--- config.mk ---
export PLATFORM = sky130hd
export DESIGN_NAME = wb_cmd_master
export DESIGN_NICKNAME = d
export VERILOG_FILES = /design/src/rtl/wb_cmd_master.sv
export SDC_FILE = /design/constraint.sdc
export NUM_CORES = 1
export LEC_CHECK = 0
export CELL_PAD_IN_SITES_DETAIL_PLACEMENT = 1
export CELL_PAD_IN_SITES_GLOBAL_PLACEMENT = 1
export CORE_ASPECT_RATIO = 0.5
export CORE_MARGIN = 5
export CORE_UTILIZATION = 29
export CTS_BUF_LIST = sky130_fd_sc_hd__clkbuf_4 sky130_fd_sc_hd__clkbuf_8 sky130_fd_sc_hd__clkbuf_16
export CTS_CLUSTER_DIAMETER = 100
export DETAILED_ROUTE_END_ITERATION = 8
export GPL_ROUTABILITY_DRIVEN = 0
export GPL_TIMING_DRIVEN = 0
export PLACE_DENSITY_LB_ADDON = 0.1
export SLEW_MARGIN = 20
export SYNTH_ARGS = -nofsm -noshare
export SYNTH_HDL_FRONTEND = slang
export SYNTH_SLANG_ARGS = --single-unit
--- constraint.sdc ---
create_clock -name clk -period 2.3 [get_ports clk]
set_clock_uncertainty 0.1 [all_clocks]
set_input_delay 0.345 -clock clk [delete_from_list [all_inputs] [get_ports clk]]
set_output_delay 0.345 -clock clk [all_outputs]
set_load 0.02 [all_outputs]
--- src/rtl/wb_cmd_master.sv ---
// Single-outstanding Wishbone pipelined master: one valid/ready command becomes one bus cycle.
// Optional macro WB_TIMEOUT_EN aborts a cycle with rsp_err after TIMEOUT_CYCLES cycles without ack.
module wb_cmd_master #(
    parameter int unsigned TIMEOUT_CYCLES = 255
) (
    input  logic        clk,
    input  logic        rst,
    input  logic        cmd_valid,
    output logic        cmd_ready,
    input  logic        cmd_we,
    input  logic        cmd_size,
    input  logic [12:0] cmd_addr,
    input  logic [31:0] cmd_wdata,
    output logic        rsp_valid,
    input  logic        rsp_ready,
    output logic [31:0] rsp_rdata,
    output logic        rsp_err,
    output logic [10:0] wb_addr_o,
    output logic [31:0] wb_data_o,
    input  logic [31:0] wb_data_i,
    output logic        wb_we_o,
    output logic [3:0]  wb_sel_o,
    output logic        wb_stb_o,
    output logic        wb_cyc_o,
    input  logic        wb_ack_i,
    input  logic        wb_stall_i
);

    typedef enum logic [1:0] {IDLE, REQ, WAIT_ACK, RESP} state_t;

    state_t      state_q, state_d;
    logic        size_q, size_d;
    logic        cmd_ready_d;
    logic        rsp_valid_d, rsp_err_d;
    logic [31:0] rsp_rdata_d;
    logic [10:0] wb_addr_d;
    logic [31:0] wb_data_d;
    logic        wb_we_d, wb_stb_d, wb_cyc_d;
    logic [3:0]  wb_sel_d;
    logic        ack_ok;
    logic        tmo_hit;

    if (TIMEOUT_CYCLES == 0 || TIMEOUT_CYCLES > 65535) begin : g_timeout_range
        $error("wb_cmd_master: TIMEOUT_CYCLES must be in 1..65535");
    end

`ifdef WB_TIMEOUT_EN
    localparam logic [15:0] TMO_LAST = 16'(TIMEOUT_CYCLES - 1);
    logic [15:0] tmo_cnt;

    // Held at zero while idle so it starts from zero on entry to REQ; saturates instead of wrapping.
    always_ff @(posedge clk) begin
        if (!rst || state_q == IDLE) begin
            tmo_cnt <= '0;
        end else if ((state_q == REQ || state_q == WAIT_ACK) && tmo_cnt != '1) begin
            tmo_cnt <= tmo_cnt + 16'd1;
        end
    end

    assign tmo_hit = (state_q == REQ || state_q == WAIT_ACK) && (tmo_cnt >= TMO_LAST);
`else
    assign tmo_hit = 1'b0;
`endif

    // An ack only terminates the cycle once the request itself has been taken.
    assign ack_ok = wb_ack_i && (state_q == WAIT_ACK || (state_q == REQ && !wb_stall_i));

    always_comb begin
        state_d     = state_q;
        size_d      = size_q;
        rsp_valid_d = rsp_valid;
        rsp_rdata_d = rsp_rdata;
        rsp_err_d   = rsp_err;
        wb_addr_d   = wb_addr_o;
        wb_data_d   = wb_data_o;
        wb_we_d     = wb_we_o;
        wb_sel_d    = wb_sel_o;
        wb_stb_d    = wb_stb_o;
        wb_cyc_d    = wb_cyc_o;

        case (state_q)
            IDLE: begin
                if (cmd_valid && cmd_ready) begin
                    state_d   = REQ;
                    size_d    = cmd_size;
                    wb_addr_d = cmd_addr[12:2];
                    wb_data_d = cmd_size ? cmd_wdata : {24'b0, cmd_wdata[7:0]};
                    wb_we_d   = cmd_we;
                    wb_sel_d  = cmd_size ? 4'b1111 : (4'b0001 << cmd_addr[1:0]);
                    wb_stb_d  = 1'b1;
                    wb_cyc_d  = 1'b1;
                end
            end
            REQ, WAIT_ACK: begin
                if (ack_ok) begin
                    state_d     = RESP;
                    wb_stb_d    = 1'b0;
                    wb_cyc_d    = 1'b0;
                    rsp_valid_d = 1'b1;
                    rsp_err_d   = 1'b0;
                    rsp_rdata_d = wb_we_o ? '0 : (size_q ? wb_data_i : {24'b0, wb_data_i[7:0]});
                end else if (tmo_hit) begin
                    state_d     = RESP;
                    wb_stb_d    = 1'b0;
                    wb_cyc_d    = 1'b0;
                    rsp_valid_d = 1'b1;
                    rsp_err_d   = 1'b1;
                    rsp_rdata_d = '0;
                end else if (state_q == REQ && !wb_stall_i) begin
                    state_d  = WAIT_ACK;
                    wb_stb_d = 1'b0;
                end
            end
            RESP: begin
                if (rsp_ready) begin
                    state_d     = IDLE;
                    rsp_valid_d = 1'b0;
                end
            end
            default: state_d = IDLE;
        endcase

        cmd_ready_d = (state_d == IDLE);
    end

    always_ff @(posedge clk) begin
        if (!rst) begin
            state_q   <= IDLE;
            size_q    <= 1'b0;
            cmd_ready <= 1'b0;
            rsp_valid <= 1'b0;
            rsp_rdata <= '0;
            rsp_err   <= 1'b0;
            wb_addr_o <= '0;
            wb_data_o <= '0;
            wb_we_o   <= 1'b0;
            wb_sel_o  <= '0;
            wb_stb_o  <= 1'b0;
            wb_cyc_o  <= 1'b0;
        end else begin
            state_q   <= state_d;
            size_q    <= size_d;
            cmd_ready <= cmd_ready_d;
            rsp_valid <= rsp_valid_d;
            rsp_rdata <= rsp_rdata_d;
            rsp_err   <= rsp_err_d;
            wb_addr_o <= wb_addr_d;
            wb_data_o <= wb_data_d;
            wb_we_o   <= wb_we_d;
            wb_sel_o  <= wb_sel_d;
            wb_stb_o  <= wb_stb_d;
            wb_cyc_o  <= wb_cyc_d;
        end
    end

endmodule

==> impl_metrics.yaml <==
timing:
  setup_viol: 0
  setup_tns_ps: 0
  fmax_mhz: 502
  hold_viol: 0
  timing.final.crit_share_pct: 86.5
  slew_headroom_pct: 62.1
  hold_ws_ps: 321
  min_period_ps: 1990
  slew_viol_final: 0
  rsz0062_at_grt: "false"
  setup_slack_ps: 309
  worstMarginPinSlew_ps: 569
grt:
  grt_pass1_wl_mm: 18.1
  track_usage_pct: 15.8
  overflow: 0
  grt_max_degree: 14
  antenna_found_initial: 0
  grt_pass1_vias: 3536
synth:
  syn_area_um2: 3510
  ys_ff_latch: 87
  synthMuxAreaShare_pct: 0
  synth_fa_ha_area_share_pct: 1.43
  synth_area_per_cell_um2: 8.72
  syn_inst: 402
  synthesis.nets: 491
  synth.distinct_cells: 30
  synthXorXnorAreaFrac_pct: 0
  synth_simple_gate_area_share_pct: 22.0
  yosysTopAreaCell: "dfxtp_1"
  synthTopCellsByArea: "dfxtp_1, a21boi_1, nand2_1, nand3_1, buf_4"
  synth_compound_area_share_pct: 21.6
  yosysWarnings: 0
  yosysSeqAreaShare_pct: 49.7
  synth_top_area_share_pct: 49.7
  synth_top_family_by_area: "simple AND/OR/NAND/NOR gates"
routing:
  dr.pass1.iters: 4
  viasPerCell: 4.51
  antenna_left: 0
  wire_per_inst_um: 15.4
  drc: 0
  dr_total_vias: 3372
  drt_wl_total_mm: 11.5
  drtIter0Drc: 111
worst_setup_path:
  crit_required_ps: 1860
  crit_family: "buffers and inverters"
  path_max_fanout: 11
  path_class: "reg2out"
  cp_data_arrival_time_ps: 1550
  cp_slowest_stage_delay_ps: 680
  crit_buf_inv: 1
  crit_slowest_cell: "clkdlybuf4s50_1"
  crit_path_start_kind: "register"
  cp-end-kind: "output port"
  crit_path_cell_trace: "clkdlybuf4s50_1"
clock_tree:
  clk_latency_ps: 320
  post_cts_buffers: 0
  clk_pin_slew_ps: 60
  cts_buffers: 9
  cts.sinks: 87
  clock_path_buffers: 2
  cts_hold_buf: 0
  htreeDepth: 3
  cts_root_buf: "clkbuf_16"
  cts_resized: 0
  cts_tree: "yes"
cells_and_area:
  final_area_um2: 5660
  mostFrequentLayoutCell: "clkdlybuf4s50_1"
  syn_to_final_growth_pct: 61.3
  antenna-diode-count: 0
  drive_gt1_share_pct: 6.19
  final_cells: 747
  nets: 668
  fill_cells: 1374
  layout_common_cells: "clkdlybuf4s50_1, nand2_1, dfxtp_1"
placed_design:
  placement.io_buffers: 166
  place_area_um2: 5370
  hpwlAfterDp_mm: 8.90
  place_inst: 733
  pre_cts_ws_ps: 420
power_and_ir_drop:
  p_int_w: 0.00268
  power.density_nw_per_um2: 622
  pwr-share-seq_pct: 45.1
  pwr-share-comb_pct: 14.9
  p_sw_w: 0.000836
  ir_worst_vdd_mv: 0.302
  switching_share_pct: 23.8
  p_clk_share_pct: 40.0
  leakage_nw: 2.01
outcome:
  status: "finished clean"
floorplanning:
  placement_rows: 28
  initial_utilization_pct: 29.7
  dieArea_um2: 14500
  die_y_um: 87.7
  die_w_um: 165
  coreArea_um2: 11800
  ios: 170
min_path:
  holdCritPathClass: "in2reg"
run:
  maxCapViolations: 0
## per-stage QoR
| step | total power [W] | util, % |
|---|---|---|
| 4_1_cts | 0.00358 | 47.9 |
| 3_3_place_gp | 0.00215 | 45.5 |
| 6_report | 0.00352 | 47.9 |
| 2_1_floorplan | 0.00185 | - |
| 3_5_place_dp | 0.00215 | 45.5 |
| 5_1_grt | 0.00369 | 47.9 |
## Yosys cell counts
cell type  count
o31a_1         1
a21oi_1        3
inv_1          4
nor2b_1        3
a31oi_1        1
o211a_4        1
o211ai_2       1
o21a_1         1
a21boi_0       1
nand3b_1       8
nor2_1         3
o21bai_1       2
nand2b_1       2
o22a_1         1
buf_2         11
o211a_1        3
o21ai_0        4
dfxtp_1       87
buf_4          8
nor2b_2        1
nor3b_1        2
a21boi_1      79
clkbuf_1      14
nand2_1      102
o211ai_1       2
conb_1         1
and3_1         1
nand3_1       49
nor3_1         2
ha_1           4
## area by class of cell
cell class	instances	area [um2]	share of cell area (%)
plain buffers	33	168	2.96
flip-flops and latches	87	1740	30.8
well taps	165	206	3.65
clock inverters	4	48.8	0.863
repair buffers	166	1660	29.4
clock buffers	10	233	4.12
multi-input cells	278	1580	28.0
inverters	4	15.0	0.265
## power groups by stage
stage | Sequential (W) | Combinational [W] | Clock, W
detailed placement | 0.00162 | 0.000531 | 0
CTS | 0.00159 | 0.000534 | 0.00146
floorplan | 0.00167 | 0.000174 | 0
finish | 0.00159 | 0.000522 | 0.00141
global route | 0.00159 | 0.000569 | 0.00152
global placement | 0.00162 | 0.000529 | 0
## worst paths after layout
check                from       endpoint  slack [ps]  cells past startpoint
min reg2reg  rsp_rdata[6]   rsp_rdata[6]         350                      2
max reg2reg    state_q[0]  rsp_rdata[12]         540                      6
max               wb_we_o        wb_we_o         310                      1
min                   rst   rsp_rdata[2]         320                      2
## logic make-up after synthesis
kind of cell | after synthesis
buffers and inverters | 37
DFF | 87
other | 1
and+or+nand+nor | 173
AOI/OAI and AO/OA | 100
adders and majority gates | 4
## metal layers
metal | part of all wire [%] | GRT usage [%] | up-vias
li1 | - | - | 1700
met1 | 44 | 19.0 | 1588
met2 | 48 | 27.5 | 79
met3 | 7.2 | 5.78 | 5
met4 | 0.39 | 2.92 | 0
met5 | 0 | 0 | -
## flip-flops by register name, indices dropped and copies added (netlist names), 2 cells and up
register,flops
state_q,2
wb_sel_o,4
rsp_rdata,32
wb_addr_o,11
wb_data_o,32
Note: power is estimated with default switching activity, not from simulation.
